===== config.mk =====
export PLATFORM = sky130hd
export DESIGN_NAME = password_ram_rom_flat
export DESIGN_NICKNAME = d
export VERILOG_FILES = /design/src/rtl/password_ram_rom_pkg.sv /design/src/rtl/password_ram_rom_if.sv /design/src/rtl/password_ram_rom_decode.sv /design/src/rtl/password_ram_rom.sv /design/src/flat_wrapper.sv
export SDC_FILE = /design/constraint.sdc
export NUM_CORES = 1
export LEC_CHECK = 0
export BUFFER_PORTS_ARGS = -buffer_cell sky130_fd_sc_hd__buf_2
export CAP_MARGIN = 10
export CORE_MARGIN = 2
export CORE_UTILIZATION = 50
export CTS_CLUSTER_SIZE = 20
export DETAILED_ROUTE_END_ITERATION = 16
export HOLD_SLACK_MARGIN = 0.08
export MAX_ROUTING_LAYER = met4
export PLACE_DENSITY = 0.87
export SYNTH_ARGS = -nofsm -noshare
export SYNTH_HDL_FRONTEND = slang
export SYNTH_SLANG_ARGS = --single-unit

===== constraint.sdc =====
create_clock -name clk -period 1.7 [get_ports clk]
set_clock_uncertainty 0.15 [all_clocks]
set_input_delay 0.255 -clock clk [delete_from_list [all_inputs] [get_ports clk]]
set_output_delay 0.255 -clock clk [all_outputs]
set_load 0.005 [all_outputs]

===== src/rtl/password_ram_rom_pkg.sv =====
// Shared definitions for password-gated storage blocks: default widths,
// access passwords and the decoded access target.
package password_store_pkg;

  localparam int DATA_W = 8;
  localparam int PW_W   = 8;

  localparam logic [PW_W-1:0] RAM_PASSWORD = 8'hBF;
  localparam logic [PW_W-1:0] ROM_PASSWORD = 8'h3E;

  typedef enum logic [1:0] {
    TGT_NONE = 2'd0,
    TGT_RAM  = 2'd1,
    TGT_ROM  = 2'd2
  } target_t;

endpackage


===== src/rtl/password_ram_rom_if.sv =====
// Register-style access bus for the password-gated RAM/ROM store.
interface password_ram_rom_if #(
  parameter int DATA_W = 8,
  parameter int PW_W   = 8
);

  logic [PW_W-1:0]   password_input;
  logic [DATA_W-1:0] data_input;
  logic              write_enable;
  logic              read_enable;
  logic [DATA_W-1:0] data_output;
  logic              auth_ok;
  logic              rom_locked;

  modport master (
    output password_input, data_input, write_enable, read_enable,
    input  data_output, auth_ok, rom_locked
  );

  modport slave (
    input  password_input, data_input, write_enable, read_enable,
    output data_output, auth_ok, rom_locked
  );

endinterface


===== src/rtl/password_ram_rom_decode.sv =====
// Pure combinational password decoder; RAM wins if both passwords coincide.
module password_decode
  import password_store_pkg::*;
#(
  parameter int              PW_W   = 8,
  parameter logic [PW_W-1:0] RAM_PW = 8'hBF,
  parameter logic [PW_W-1:0] ROM_PW = 8'h3E
) (
  input  logic [PW_W-1:0] password,
  output target_t         target
);

  always_comb begin
    target = TGT_NONE;
    if (password == RAM_PW)      target = TGT_RAM;
    else if (password == ROM_PW) target = TGT_ROM;
  end

endmodule


===== src/rtl/password_ram_rom.sv =====
// Password-gated store: one rewritable RAM word, one OTP ROM word that
// locks after its first program since reset, and a registered read port.
module password_ram_rom
  import password_store_pkg::*;
#(
  parameter int                DATA_W       = password_store_pkg::DATA_W,
  parameter int                PW_W         = password_store_pkg::PW_W,
  parameter logic [PW_W-1:0]   RAM_PASSWORD = password_store_pkg::RAM_PASSWORD,
  parameter logic [PW_W-1:0]   ROM_PASSWORD = password_store_pkg::ROM_PASSWORD
) (
  input logic               clk,
  input logic               rst,
  password_ram_rom_if.slave bus
);

  logic [DATA_W-1:0] ram_word;
  logic [DATA_W-1:0] rom_word;
  logic [DATA_W-1:0] data_q;
  logic              auth_q;
  logic              locked_q;
  target_t           target;

  password_decode #(
    .PW_W   (PW_W),
    .RAM_PW (RAM_PASSWORD),
    .ROM_PW (ROM_PASSWORD)
  ) u_decode (
    .password (bus.password_input),
    .target   (target)
  );

  // Nonblocking updates give read-before-write when both enables are high.
  always_ff @(posedge clk or negedge rst) begin
    if (!rst) begin
      ram_word <= '0;
      rom_word <= '0;
      data_q   <= '0;
      auth_q   <= 1'b0;
      locked_q <= 1'b0;
    end else begin
      if (bus.write_enable) begin
        if (target == TGT_RAM) begin
          ram_word <= bus.data_input;
        end else if (target == TGT_ROM && !locked_q) begin
          rom_word <= bus.data_input;
          locked_q <= 1'b1;
        end
      end
      if (bus.read_enable) begin
        case (target)
          TGT_RAM: data_q <= ram_word;
          TGT_ROM: data_q <= rom_word;
          default: data_q <= '0;
        endcase
      end
      if (bus.write_enable || bus.read_enable)
        auth_q <= (target != TGT_NONE);
    end
  end

  assign bus.data_output = data_q;
  assign bus.auth_ok     = auth_q;
  assign bus.rom_locked  = locked_q;

endmodule


===== src/flat_wrapper.sv =====
// flat-port wrapper written by rule: the top's interface ports become plain ports
module password_ram_rom_flat import password_store_pkg::*;
#(
  parameter int                DATA_W       = password_store_pkg::DATA_W,
  parameter int                PW_W         = password_store_pkg::PW_W,
  parameter logic [PW_W-1:0]   RAM_PASSWORD = password_store_pkg::RAM_PASSWORD,
  parameter logic [PW_W-1:0]   ROM_PASSWORD = password_store_pkg::ROM_PASSWORD
)
  (clk, rst, bus_password_input, bus_data_input, bus_write_enable, bus_read_enable, bus_data_output, bus_auth_ok, bus_rom_locked);
  password_ram_rom_if #(.DATA_W(DATA_W), .PW_W(PW_W)) bus_i ();
  input logic clk;
  input logic rst;
  input wire logic [$bits(bus_i.password_input)-1:0] bus_password_input;
  input wire logic [$bits(bus_i.data_input)-1:0] bus_data_input;
  input wire logic [$bits(bus_i.write_enable)-1:0] bus_write_enable;
  input wire logic [$bits(bus_i.read_enable)-1:0] bus_read_enable;
  output wire logic [$bits(bus_i.data_output)-1:0] bus_data_output;
  output wire logic [$bits(bus_i.auth_ok)-1:0] bus_auth_ok;
  output wire logic [$bits(bus_i.rom_locked)-1:0] bus_rom_locked;
  assign bus_i.password_input = bus_password_input;
  assign bus_i.data_input = bus_data_input;
  assign bus_i.write_enable = bus_write_enable;
  assign bus_i.read_enable = bus_read_enable;
  assign bus_data_output = bus_i.data_output;
  assign bus_auth_ok = bus_i.auth_ok;
  assign bus_rom_locked = bus_i.rom_locked;
  password_ram_rom #(.DATA_W(DATA_W), .PW_W(PW_W), .RAM_PASSWORD(RAM_PASSWORD), .ROM_PASSWORD(ROM_PASSWORD)) u_core (.clk(clk), .rst(rst), .bus(bus_i));
endmodule

Word-level counts from Yosys, hierarchy flattened
Index checks and enable logic that the tools add are counted.
Cells by class
  muxes and demuxes: 3
  equal/unequal tests: 4
  bitwise logic cells: 1
  reduce and logical (&&, ||, !) cells: 6
Operator list (number)
  8-bit one-hot mux with 2 select lines: 1
  8-bit by 6-bit equality test with 1-bit output (second input constant): 1
  8-bit equality test (second input constant): 1
  2-bit 2-to-1 mux: 2
  3-bit AND reduction: 1
  2-bit by 1-bit equality test with 1-bit output (second input constant): 1
  2-bit equality test (second input constant): 1
  2-bit AND reduction: 1
  2-bit nonzero test: 1
  1-bit logical AND: 1
  1-bit logical NOT: 1
  1-bit logical OR: 1
  1-bit inverter: 1
Word-level totals
  logic and storage cells: 19
  register bits after elaboration: 26

Depth between registers and ports, before layout
  depth in word-level cells: 6
  depth in mapped cells: 4
  gate-level depth less buffers: 3

Hierarchy
Synthesis repeated with hierarchy kept, for this count alone.
Unflattened totals
  cell total of the unflattened synthesis: 86
  area total of the unflattened synthesis: 1172.4 um2
Modules (own cells, without submodules)
  password_ram_rom: area each 1123.6 um2, times used 1, cells an instance 81
  password_decode: area each 48.8 um2, times used 1, cells an instance 5

Worst setup path before layout
No wires, ideal clock.
  kind: reg2reg
  start: reg u_core.locked_q, in the netlist u_core.bus.rom_locked
  end: reg u_core.rom_word[0]
  data required time: 1.425 ns
  arrival time: 1.124 ns
  slack: 0.301 ns
  setup time: 0.125 ns
  cell stages (with the launch flop): 4
  cells stage by stage: dfrtp_1 -> nor3_1 -> nand4_4 -> mux2_2
Between the ends
  word-level cells in the longest chain between the ends: 3
Ends and longest elaborated chain
  start: declaration: RTL line password_ram_rom.sv:20  | logic locked_q;
  start signal: assignment: RTL line password_ram_rom.sv:39  | locked_q <= 1'b0;
  start signal: assignment: RTL line password_ram_rom.sv:46  | locked_q <= 1'b1;
  1-bit logical NOT: RTL line password_ram_rom.sv:44  | end else if (target == TGT_ROM && !locked_q) begin
  1-bit logical AND: RTL line password_ram_rom.sv:44
  3-bit AND reduction (no line)
  end signal: assignment: RTL line password_ram_rom.sv:45  | rom_word <= bus.data_input;
  end: declaration: RTL line password_ram_rom.sv:17  | logic [DATA_W-1:0] rom_word;
Every way passes these cells.
A chain may end at the register's enable or synchronous reset.

Worst setup path in the final report
  start: reg u_core.locked_q, in the netlist u_core.bus.rom_locked
  end: reg u_core.rom_word[5]
The elaborated chain is that of the path after synthesis.

==> reports/summary.md <==
* completed — outcome
* 30 — I/O pin count
* simple AND/OR/NAND/NOR gates — kind of cell adding the most delay to the critical path
* 0.31 ns — insertion delay to the later sink of the worst-skew pair
* 1.48 ns — clock period minus worst slack
* 1290 µm² — placed cell areas
* register — sort of element at the start of the critical path
* u_core.bus.rom_locked$_DFFE_PN0P_ — startpoint of the most critical register-to-register path
* sky130_fd_sc_hd__dfrtp_1 — library cell contributing the largest single delay on the critical path
* sky130_fd_sc_hd__dfrtp_1 — most instantiated library cell after synthesis
* 0.216 ns — least setup slack across all paths after layout
* 58.8% — share of the yosys chip area belonging to registers
* 3 — number of stages on the worst setup path
* u_core.bus.rom_locked$_DFFE_PN0P_ — Worst Setup SP
* multiplexers — dominant combinational cell family by area after synthesis
* 0 — number of synthesized flops with an enable pin
* 1 — H-tree depth
* primary input to register — worst hold path class
* 0% — fraction of synthesized cell area in xor and xnor cells
* 1.48 mm — half-perimeter wire length after placement
* 103 — post-synthesis net count
* 5.39 — vias per cell
* 437 µm² — combined area of the multi-input logic cells
* 651 µm² — sequential cell area in the final layout
* 3 — depth of the most critical reg-to-reg path
* 10.4% — share of synthesized cell area in and, or, nand and nor gates
* 1.55 ns — arrival time at the worst endpoint
* 13.3 µm² — Post-Syn Area per Cell
* 26 — flop and latch count out of synthesis
* 0 — count of final max-slew check failures
* 3.54 mm — wire length of the first global-routing pass
* 237 µW — power dissipated by switching net loads
* nor3_1 -> nand4_4 -> mux2_2 — cells along the critical path
* 0 — Setup violations, final
* 824 — DR vias
* 29 — number of buffers added on ports
* 28.5% — clock group share of total power
* 62.8% — max-slew headroom at the worst pin
* 28.5% — layout overhead on the synthesized area
* 0.000726 µW — standby leakage power
* 826 µW — Pint
* 61.1% — sequential share of power
* sky130_fd_sc_hd__dfrtp_1 — library cell with the largest summed area after synthesis
* 0.22 ns — r2r setup slk
* 0 — Ant. Diodes
* 0 — warning count from the yosys run
* 42.4% — proportion of layout cells with a drive suffix above 1
* 2150 µm² — area of the core
* 165 — Filler cells
* 153 — number of non-filler instances in the completed layout
* 51.5% — initial core utilization
* sky130_fd_sc_hd__dfrtp_1 (59%), sky130_fd_sc_hd__mux2_2 (16%), sky130_fd_sc_hd__a22oi_1 (5.4%) — leading cell types by total area after synthesis
* 1.76 ns — worst endpoint required time
* 31 — number of DRC violations after detailed-routing iteration 0
* 100% — asr flop ratio synth
* 0 ns — setup TNS
* 18 — distinct cell type count after synthesis
* 0.558 ns — slew of the pin with the lowest slew margin
* 2.12 mm — Detailed Route WL
* no — unrepaired setup endpoints after global routing
* 747 nW/µm² — total power per unit cell area
* 0% — adder-cell share of the synthesized area
* 792 — number of global-route vias before repair
* register — category of the worst setup path capture point
* 2 — maximum buffer depth of the clock tree
* 674 MHz — achievable frequency
* 13.8 µm — per-cell routed wire length
* 51.1 µm — DIE HEIGHT
* 0 — Max Cap Violations
* 4 — Detailed Routing Iterations Pass 1
* 1420 µm² — cell area after layout
* 0.13 ns — post-CTS clock slew at the launch and capture registers of the worst setup and hold paths
* 1110 µm² — summed instance area of the synthesized netlist
* 22.3% — switching part of the total
* 0 — antenna violations before repair
* 0 — Final Hold Violating Endpoints
* u_core.rom_word[5]$_DFFE_PN0P_ — Critical Path Sink
* sky130_fd_sc_hd__clkbuf_4 — CTS root buf
* u_core.rom_word[5]$_DFFE_PN0P_ — capturing point of the worst reg2reg path
* done — TritonCTS clock tree
* 12.8% — complex-gate fraction of the synthesized area
* 0 — Post-DRT Antenna Nets
* sky130_fd_sc_hd__dfrtp_1 — Primary FF master, synth
* 0 — post-cts gate resize count
* 2610 µm² — Total Die Area
* 0.174 ns — worst slack at placement
* 58.8% — share of the synthesized area in the top cell type
* 83 — cell count after synthesis
* 27 — maximum number of pins on one net before global-route repair
* 8 — Worst Path Max Fanout
* 0 — post-detailed-route DRC marker count
* 0.41 ns — slowest cell delay on critical path
* sky130_fd_sc_hd__dfrtp_1 (26), sky130_fd_sc_hd__mux2_2 (16), sky130_fd_sc_hd__nand2_1 (10) — most frequent cells after synthesis
* 16.3% — share of cell area taken by muxes after synthesis
* 3 — clock buffer count from CTS
* 19.2% — total routing resource utilization after global routing
* register to register — Worst Path Class, Setup
* 51.1 µm — width of the die
* 0.504 mV — peak ir drop on the vdd network
* 26 — clock sink count
* 146 — number of nets in the layout
* 139 — number of placed cells counting well taps
* 0.812 — final estimated routing congestion in global placement
* 10.4% — combinational share of power
* 17 — num rows
* 87.3% — Final period util
* 0 — CP Buf/Inv Count
* 0 — grt total ovfl
-- routing by layer --
| layer | track usage, % | part of all wire [%] |
|---|---|---|
| met5 | - | 0 |
| met4 | 8.11 | 1.1 |
| met3 | 3.51 | 3.1 |
| met2 | 31.2 | 51 |
| met1 | 23.5 | 45 |
-- worst min path at each step --
stage / from / cells past startpoint / endpoint
2_1_floorplan: rst / 0 / u_core.bus.auth_ok$_DFFE_PN0P_
3_3_place_gp: rst / 1 / u_core.bus.rom_locked$_DFFE_PN0P_
3_5_place_dp: rst / 1 / u_core.ram_word[7]$_DFFE_PN0P_
4_1_cts: bus_write_enable / 2 / u_core.bus.rom_locked$_DFFE_PN0P_
5_1_grt: bus_write_enable / 2 / u_core.bus.rom_locked$_DFFE_PN0P_
6_report: bus_write_enable / 2 / u_core.bus.rom_locked$_DFFE_PN0P_
-- cell families (layout without fill, tap and decap cells) --
logic type	after synthesis	count (layout)
AO/OA/AOI/OAI	19	19
buffers and inverters	4	46
flip-flops	26	26
multiplexers	16	16
AND/OR/NAND/NOR	18	18
-- state kept, by name, indices dropped and copies added (netlist names) --
register and flops:
u_core.bus.auth_ok 1, u_core.bus.data_output 8, u_core.bus.rom_locked 1, u_core.ram_word 8, u_core.rom_word 8
-- power by group through the flow --
| stage | Sequential (µW) | Combinational, µW | Clock [µW] |
|---|---|---|---|
| floorplan | 658 | 43.9 | 0 |
| global placement | 660 | 89.9 | 0 |
| detailed placement | 662 | 93.3 | 0 |
| CTS | 649 | 111 | 314 |
| global route | 652 | 123 | 329 |
| finish | 650 | 111 | 302 |
-- placed cells by master, fill, tap and decap left out --
master                          count
sky130_fd_sc_hd__a22oi_1            8
sky130_fd_sc_hd__a41o_1             1
sky130_fd_sc_hd__and2_0             1
sky130_fd_sc_hd__and2b_1            1
sky130_fd_sc_hd__and4_1             1
sky130_fd_sc_hd__buf_2             29
sky130_fd_sc_hd__buf_4              2
sky130_fd_sc_hd__clkbuf_4           3
sky130_fd_sc_hd__clkbuf_8           1
sky130_fd_sc_hd__dfrtp_1           26
sky130_fd_sc_hd__dlygate4sd3_1     10
sky130_fd_sc_hd__inv_1              1
sky130_fd_sc_hd__mux2_2            16
sky130_fd_sc_hd__nand2_1           10
sky130_fd_sc_hd__nand4_4            2
sky130_fd_sc_hd__nor2_1             2
sky130_fd_sc_hd__nor3_1             1
sky130_fd_sc_hd__o21ai_0            1
sky130_fd_sc_hd__o22ai_1            1
sky130_fd_sc_hd__o31ai_1            8
-- repair_timing --
| action | 4_1_cts | 5_1_grt |
|---|---|---|
| endpoints found under the hold margin | 43 | 0 |
| setup buffers | 0 | 0 |
| hold buffers | 10 | 0 |
-- layout make-up --
cell class,count,share of cell area (%)
clock buffers,4,2.55
inverters,1,0.264
multi-input cells,53,30.7
flip-flops and latches,26,45.7
well taps,28,2.46
repair buffers,41,18.3
-- through the flow --
stage	utilization (%)	hold slack [ns]	total power, µW
global route	66.2	0.152	1100
global placement	59.9	0.117	750
floorplan	-	-0.191	702
CTS	66.2	0.154	1070
finish	66.2	0.166	1060
detailed placement	59.9	0.126	755
(Power assumes the default switching activity.)
